**src/rtl/tlb_front_if.sv**
```systemverilog
// Core request/response, page-table-walker and statistics signals of tlb_front.
// slave = TLB side, master = core/walker side; fully combinational bundle, no state.
// Backpressure is carried by the req/resp/walk/pwalk valid-ready pairs.
interface tlb_front_if;
    logic [63:0] req_vaddr;
    logic        req_valid;
    logic        req_ready;
    logic [63:0] resp_paddr;
    logic        resp_fault;
    logic        resp_valid;
    logic        resp_ready;
    logic        flush;
    logic [63:0] walk_vaddr;
    logic        walk_valid;
    logic        walk_ready;
    logic [63:0] walk_paddr;
    logic        walk_fault;
    logic        walk_pvalid;
    logic        walk_pready;
    logic [31:0] hit_count;
    logic [31:0] miss_count;

    modport slave (
        input  req_vaddr, req_valid, resp_ready, flush,
               walk_ready, walk_paddr, walk_fault, walk_pvalid,
        output req_ready, resp_paddr, resp_fault, resp_valid,
               walk_vaddr, walk_valid, walk_pready, hit_count, miss_count
    );

    modport master (
        output req_vaddr, req_valid, resp_ready, flush,
               walk_ready, walk_paddr, walk_fault, walk_pvalid,
        input  req_ready, resp_paddr, resp_fault, resp_valid,
               walk_vaddr, walk_valid, walk_pready, hit_count, miss_count
    );
endinterface

```
**src/rtl/tlb_front.sv**
```systemverilog
// Fully associative Sv39 TLB in front of the page-table walker; TLB_STATS_EN adds hit/miss counters.
// Latency: hit answers 2 edges after the request handshake; a miss adds the walker round trip.
// Backpressure: one request in flight; req_ready low until the response handshakes.
module tlb_front #(
    parameter int ENTRIES = 8,
    parameter int IDX_W   = $clog2(ENTRIES)
) (
    input logic        clk,
    input logic        rst,
    tlb_front_if.slave bus
);
    typedef enum logic [2:0] {
        IDLE      = 3'd0,
        LOOKUP    = 3'd1,
        WALK_REQ  = 3'd2,
        WALK_WAIT = 3'd3,
        RESP      = 3'd4
    } state_t;

    state_t state, state_nxt;

    logic [63:0]        vaddr_q;
    logic [26:0]        vpn_q;
    logic [63:0]        walk_vaddr_q;
    logic [63:0]        resp_paddr_q;
    logic               resp_fault_q;
    logic               flush_seen;

    logic [ENTRIES-1:0] ent_vld;
    logic [26:0]        ent_tag [ENTRIES];
    logic [51:0]        ent_ppn [ENTRIES];
    logic [IDX_W-1:0]   rpl_ptr;

    logic               hit;
    logic [51:0]        hit_ppn;
    logic               free_any;
    logic [IDX_W-1:0]   free_idx;
    logic [IDX_W-1:0]   fill_idx;
    logic               pwalk_hs;
    logic               fill_en;

    assign vpn_q = vaddr_q[38:12];

    always_comb begin
        hit     = 1'b0;
        hit_ppn = '0;
        for (int i = 0; i < ENTRIES; i++) begin
            if (ent_vld[i] && (ent_tag[i] == vpn_q)) begin
                hit     = 1'b1;
                hit_ppn = ent_ppn[i];
            end
        end
    end

    // Descending scan so the lowest-index free slot wins.
    always_comb begin
        free_any = 1'b0;
        free_idx = '0;
        for (int i = ENTRIES - 1; i >= 0; i--) begin
            if (!ent_vld[i]) begin
                free_any = 1'b1;
                free_idx = IDX_W'(i);
            end
        end
    end

    assign fill_idx = free_any ? free_idx : rpl_ptr;
    assign pwalk_hs = (state == WALK_WAIT) && bus.walk_pvalid;
    assign fill_en  = pwalk_hs && !bus.walk_fault && !bus.flush && !flush_seen;

    always_ff @(posedge clk or negedge rst) begin
        if (!rst) state <= IDLE;
        else      state <= state_nxt;
    end

    always_comb begin
        state_nxt = state;
        case (state)
            IDLE:      if (bus.req_valid)   state_nxt = LOOKUP;
            LOOKUP:    state_nxt = hit ? RESP : WALK_REQ;
            WALK_REQ:  if (bus.walk_ready)  state_nxt = WALK_WAIT;
            WALK_WAIT: if (bus.walk_pvalid) state_nxt = RESP;
            RESP:      if (bus.resp_ready)  state_nxt = IDLE;
            default:   state_nxt = IDLE;
        endcase
    end

    always_ff @(posedge clk or negedge rst) begin
        if (!rst) begin
            vaddr_q      <= '0;
            walk_vaddr_q <= '0;
            resp_paddr_q <= '0;
            resp_fault_q <= 1'b0;
            flush_seen   <= 1'b0;
        end else begin
            if (state == IDLE && bus.req_valid) vaddr_q <= bus.req_vaddr;
            if (state == LOOKUP) begin
                flush_seen <= 1'b0;
                if (hit) begin
                    resp_paddr_q <= {hit_ppn, vaddr_q[11:0]};
                    resp_fault_q <= 1'b0;
                end else begin
                    walk_vaddr_q <= vaddr_q;
                end
            end
            // A flush anywhere in the walk means the returned translation may be stale.
            if ((state == WALK_REQ || state == WALK_WAIT) && bus.flush) flush_seen <= 1'b1;
            if (pwalk_hs) begin
                resp_paddr_q <= bus.walk_fault ? 64'd0 : bus.walk_paddr;
                resp_fault_q <= bus.walk_fault;
            end
            if (state == RESP && bus.resp_ready) resp_fault_q <= 1'b0;
        end
    end

    always_ff @(posedge clk or negedge rst) begin
        if (!rst) begin
            ent_vld <= '0;
            rpl_ptr <= '0;
        end else if (bus.flush) begin
            ent_vld <= '0;
        end else if (fill_en) begin
            ent_vld[fill_idx] <= 1'b1;
            if (!free_any) rpl_ptr <= rpl_ptr + IDX_W'(1);
        end
    end

    always_ff @(posedge clk) begin
        if (fill_en) begin
            ent_tag[fill_idx] <= vpn_q;
            ent_ppn[fill_idx] <= bus.walk_paddr[63:12];
        end
    end

    assign bus.req_ready   = (state == IDLE);
    assign bus.walk_valid  = (state == WALK_REQ);
    assign bus.walk_pready = (state == WALK_WAIT);
    assign bus.resp_valid  = (state == RESP);
    assign bus.walk_vaddr  = walk_vaddr_q;
    assign bus.resp_paddr  = resp_paddr_q;
    assign bus.resp_fault  = resp_fault_q;

`ifdef TLB_STATS_EN
    logic [31:0] hit_cnt;
    logic [31:0] miss_cnt;

    always_ff @(posedge clk or negedge rst) begin
        if (!rst) begin
            hit_cnt  <= '0;
            miss_cnt <= '0;
        end else if (state == LOOKUP) begin
            if (hit) begin
                if (hit_cnt != '1) hit_cnt <= hit_cnt + 32'd1;
            end else begin
                if (miss_cnt != '1) miss_cnt <= miss_cnt + 32'd1;
            end
        end
    end

    assign bus.hit_count  = hit_cnt;
    assign bus.miss_count = miss_cnt;
`else
    assign bus.hit_count  = '0;
    assign bus.miss_count = '0;
`endif
endmodule

```
**src/flat_wrapper.sv**
```systemverilog
// flat-port wrapper written by rule: the top's interface ports become plain ports
module tlb_front_flat 
#(
    parameter int ENTRIES = 8,
    parameter int IDX_W   = $clog2(ENTRIES)
)
  (clk, rst, bus_req_vaddr, bus_req_valid, bus_resp_ready, bus_flush, bus_walk_ready, bus_walk_paddr, bus_walk_fault, bus_walk_pvalid, bus_req_ready, bus_resp_paddr, bus_resp_fault, bus_resp_valid, bus_walk_vaddr, bus_walk_valid, bus_walk_pready, bus_hit_count, bus_miss_count);
  tlb_front_if bus_i ();
  input logic clk;
  input logic rst;
  input wire logic [$bits(bus_i.req_vaddr)-1:0] bus_req_vaddr;
  input wire logic [$bits(bus_i.req_valid)-1:0] bus_req_valid;
  input wire logic [$bits(bus_i.resp_ready)-1:0] bus_resp_ready;
  input wire logic [$bits(bus_i.flush)-1:0] bus_flush;
  input wire logic [$bits(bus_i.walk_ready)-1:0] bus_walk_ready;
  input wire logic [$bits(bus_i.walk_paddr)-1:0] bus_walk_paddr;
  input wire logic [$bits(bus_i.walk_fault)-1:0] bus_walk_fault;
  input wire logic [$bits(bus_i.walk_pvalid)-1:0] bus_walk_pvalid;
  output wire logic [$bits(bus_i.req_ready)-1:0] bus_req_ready;
  output wire logic [$bits(bus_i.resp_paddr)-1:0] bus_resp_paddr;
  output wire logic [$bits(bus_i.resp_fault)-1:0] bus_resp_fault;
  output wire logic [$bits(bus_i.resp_valid)-1:0] bus_resp_valid;
  output wire logic [$bits(bus_i.walk_vaddr)-1:0] bus_walk_vaddr;
  output wire logic [$bits(bus_i.walk_valid)-1:0] bus_walk_valid;
  output wire logic [$bits(bus_i.walk_pready)-1:0] bus_walk_pready;
  output wire logic [$bits(bus_i.hit_count)-1:0] bus_hit_count;
  output wire logic [$bits(bus_i.miss_count)-1:0] bus_miss_count;
  assign bus_i.req_vaddr = bus_req_vaddr;
  assign bus_i.req_valid = bus_req_valid;
  assign bus_i.resp_ready = bus_resp_ready;
  assign bus_i.flush = bus_flush;
  assign bus_i.walk_ready = bus_walk_ready;
  assign bus_i.walk_paddr = bus_walk_paddr;
  assign bus_i.walk_fault = bus_walk_fault;
  assign bus_i.walk_pvalid = bus_walk_pvalid;
  assign bus_req_ready = bus_i.req_ready;
  assign bus_resp_paddr = bus_i.resp_paddr;
  assign bus_resp_fault = bus_i.resp_fault;
  assign bus_resp_valid = bus_i.resp_valid;
  assign bus_walk_vaddr = bus_i.walk_vaddr;
  assign bus_walk_valid = bus_i.walk_valid;
  assign bus_walk_pready = bus_i.walk_pready;
  assign bus_hit_count = bus_i.hit_count;
  assign bus_miss_count = bus_i.miss_count;
  tlb_front #(.ENTRIES(ENTRIES), .IDX_W(IDX_W)) u_core (.clk(clk), .rst(rst), .bus(bus_i));
endmodule
```
**config.mk**
```make
export PLATFORM = sky130hd
export DESIGN_NAME = tlb_front_flat
export DESIGN_NICKNAME = d
export VERILOG_FILES = /design/src/rtl/tlb_front_if.sv /design/src/rtl/tlb_front.sv /design/src/flat_wrapper.sv
export SDC_FILE = /design/constraint.sdc
export NUM_CORES = 1
export LEC_CHECK = 0
export CAP_MARGIN = 20
export CORE_MARGIN = 4
export CORE_UTILIZATION = 41
export DETAILED_ROUTE_END_ITERATION = 8
export SLEW_MARGIN = 20
export SYNTH_ARGS = -nofsm -noshare
export SYNTH_HDL_FRONTEND = slang
export SYNTH_SLANG_ARGS = --single-unit
```
**constraint.sdc**
```tcl
create_clock -name clk -period 11.1 [get_ports clk]
set_input_delay 2.22 -clock clk [delete_from_list [all_inputs] [get_ports clk]]
set_output_delay 2.22 -clock clk [all_outputs]
set_load 0.005 [all_outputs]
```
==> results.py <==
metrics = {
    "cts": {
        "hold_buffers": 0,
        "root_buffer": "clkbuf_16",
        "cts_tree": "yes",
        "cts-resized-gates": 0,
        "clkLatencyLatePin_ns": 0.65,
        "cts.sinks": 840,
        "clock_path_buffers": 3,
        "numCtsBuffers": 89,
        "htree_levels": 3,
        "clkTransAtPathRegs_ns": 0.06,
        "cts_setup_buffers": 0,
    },
    "detailed_routing": {
        "drc": 0,
        "drtAntennaViolNets": 0,
        "drt_first_pass_iters": 5,
        "vias": 21501,
        "drt_first_iter_violations": 1651,
        "wl_per_cell_um": 24.1,
        "vias_per_cell": 5.56,
        "wl_um": 93300,
    },
    "floorplanning": {
        "die_y_um": 300,
        "coreArea_um2": 84200,
        "io_pins": 333,
        "start_util_pct": 41.6,
        "dieArea_um2": 90200,
        "fp.dieW_um": 300,
        "num_rows": 106,
    },
    "setup_path": {
        "start_kind": "primary input",
        "critPathKind": "in2reg",
        "worstPathMaxFanout": 68,
        "crit_arrival_ns": 5.88,
        "endpoint_kind": "flop",
        "cp_data_required_time_ns": 11.36,
    },
    "global_route": {
        "grt_pass1_wl_um": 139000,
        "grtUsageTotal_pct": 20.2,
        "antenna_found_initial": 5,
        "grt.overflow.total": 0,
        "grt_pass1_vias": 22138,
        "grt_max_degree": 98,
    },
    "final_layout": {
        "final_common_cell": "edfxtp_1",
        "nets": 2786,
        "seqCellArea_um2": 24200,
        "fill_cells": 7043,
        "area_growth_syn_to_layout_pct": 19.6,
        "multi_input_area_um2": 9840,
        "mostFrequentLayoutCells": "edfxtp_1, clkdlybuf4s50_1, dfrtp_1, nand2_1, xnor2_1",
        "drive_gt1_share_pct": 16.3,
    },
    "timing": {
        "rsz0062_at_grt": "false",
        "fin_skew_ns": 0.0253,
        "fmax_ghz": 0.178,
        "fin_crit_ns": 5.62,
        "maxSlewHeadroom_pct": 29.1,
        "worst_pin_slew_ns": 1.06,
        "period_share_pct": 50.6,
        "hold_violations": 0,
        "postLayoutSetupSlackWorst_ns": 5.48,
        "slew_viol_final": 0,
        "setup_tns_ns": 0,
        "setup_violations": 0,
    },
    "synthesis": {
        "syn-cell-area_um2": 35000,
        "yosys_warnings": 0,
        "async_flop_share_pct": 24.8,
        "synth_edf_count": 632,
        "synthCells": 2386,
        "avgSynthCellArea_um2": 14.7,
        "synth-main-ff-cell": "edfxtp_1",
        "ys_types": 67,
        "ys_ff_latch": 840,
        "seq_area_frac_synth_pct": 69.1,
    },
    "place": {
        "place_congestion": 0.833,
        "port_buffers": 268,
        "pre_cts_slack_ns": 4.81,
        "dp_hpwl_um": 55900,
    },
    "pwr": {
        "p_per_area_nw_per_um2": 227,
        "p_leak_nw": 14.1,
        "ir_drop_v": 0.000190,
        "finalPower_mw": 9.53,
    },
    "min_path": {
        "min_path_type": "reg2reg",
    },
    "run_status": {
        "status": "completed",
    },
    "job": {
        "max_cap_viol_count": 0,
    },
}
final timing paths:
kind,startpoint,endpoint,slack (ns),cells past startpoint
setup / recovery,bus_walk_pvalid,u_core.ent_ppn[7][7],5.48,8
hold / removal,u_core.rpl_ptr[2],u_core.rpl_ptr[2],0.48,1
setup reg to reg,u_core.vaddr_q[16],u_core.bus.resp_paddr[26],6.45,12
hold reg to reg,u_core.rpl_ptr[2],u_core.rpl_ptr[2],0.48,1
max in group asynchronous,rst,u_core.bus.walk_vaddr[23],8.05,2
min in group asynchronous,rst,u_core.vaddr_q[62],1.60,1
worst max-delay path: stages:
cell and delay, ns:
clkdlybuf4s50_1 0.54, nand2_2 0.05, buf_4 0.37, nor4_1 0.61
nand2b_1 0.24, nand2b_1 0.31, nor2b_4 0.66, buf_4 0.76
registers in the layout, indices dropped and copies added, names as in the netlist, 3 cells and up:
signal                 count
u_core.ent_ppn           416
u_core.ent_tag           216
u_core.bus.resp_paddr     64
u_core.bus.walk_vaddr     64
u_core.vaddr_q            64
u_core.ent_vld             8
u_core.rpl_ptr             3
u_core.state               3
report_power, final:
| group | switching [mW] | internal [mW] |
|---|---|---|
| Clock | 1.23 | 1.83 |
| Combinational | 1.17 | 1.17 |
| Sequential | 0.258 | 3.88 |
per-stage QoR:
step / util, % / cells / hold WS [ns] / cell area [µm²]
after floorplan: - / 2449 / 0.446 / 35300
after global placement: 46.1 / 3691 / 0.468 / 38800
after detailed placement: 46.1 / 3691 / 0.471 / 38800
after CTS: 49.7 / 3859 / 0.484 / 41800
after global routing: 49.7 / 3860 / 0.513 / 41900
final: 49.7 / 3864 / 0.482 / 41900
cell families (layout without fill, tap and decap cells):
logic type | after synthesis | count (layout) | synth area share [%]
adder cells (fa/ha/maj) | 1 | 1 | 0.0357
other | 1 | 68 | 0.0107
XOR/XNOR | 218 | 218 | 5.54
AO/OA/AOI/OAI | 388 | 388 | 9.36
buffers and inverters | 267 | 544 | 3.98
AND/OR/NAND/NOR | 541 | 541 | 7.84
flip-flops | 840 | 840 | 69.1
multiplexers | 130 | 130 | 4.18
area by class of cell:
| class | instances | share of cell area, % |
|---|---|---|
| diodes | 4 | 0.0239 |
| well taps | 1134 | 3.39 |
| repair buffers | 347 | 7.86 |
| flip-flops and latches | 840 | 57.7 |
| inverters | 29 | 0.260 |
| clock buffers | 123 | 6.02 |
| clock inverters | 45 | 1.21 |
| multi-input cells | 1342 | 23.5 |
synth_stat cells (5+ instances only):
| cell | number | area, µm² |
|---|---|---|
| a2111oi_0 | 29 | 254 |
| a21o_1 | 5 | 37.5 |
| a21oi_1 | 61 | 305 |
| a221o_1 | 22 | 220 |
| a221oi_1 | 21 | 184 |
| a2bb2oi_1 | 12 | 105 |
| a31oi_1 | 33 | 206 |
| a32oi_1 | 22 | 193 |
| and4_1 | 29 | 254 |
| buf_2 | 47 | 235 |
| buf_4 | 69 | 518 |
| buf_6 | 10 | 113 |
| clkbuf_1 | 109 | 409 |
| dfrtp_1 | 208 | 5200 |
| edfxtp_1 | 632 | 19000 |
| inv_1 | 29 | 109 |
| mux2_2 | 129 | 1450 |
| nand2_1 | 173 | 649 |
| nand2b_1 | 5 | 31.3 |
| nand3_1 | 30 | 150 |
| nand3b_1 | 29 | 218 |
| nand4_1 | 48 | 300 |
| nor2_1 | 88 | 330 |
| nor3_1 | 85 | 425 |
| nor4_1 | 26 | 163 |
| o21ai_0 | 14 | 70.1 |
| o221a_2 | 29 | 327 |
| o311a_1 | 22 | 220 |
| o311ai_0 | 11 | 96.3 |
| o311ai_1 | 19 | 166 |
| o31ai_1 | 35 | 263 |
| o31ai_2 | 38 | 475 |
| xnor2_1 | 144 | 1260 |
| xor2_1 | 70 | 613 |
routing by layer:
| metal | vias up | GRT usage [%] | share of wire [%] |
|---|---|---|---|
| li1 | 9550 | - | - |
| met1 | 10932 | 26.7 | 42 |
| met2 | 873 | 33.1 | 47 |
| met3 | 146 | 5.44 | 8.7 |
| met4 | 0 | 5.71 | 2.2 |
| met5 | - | 0 | 0 |
(Power assumes the default switching activity.)
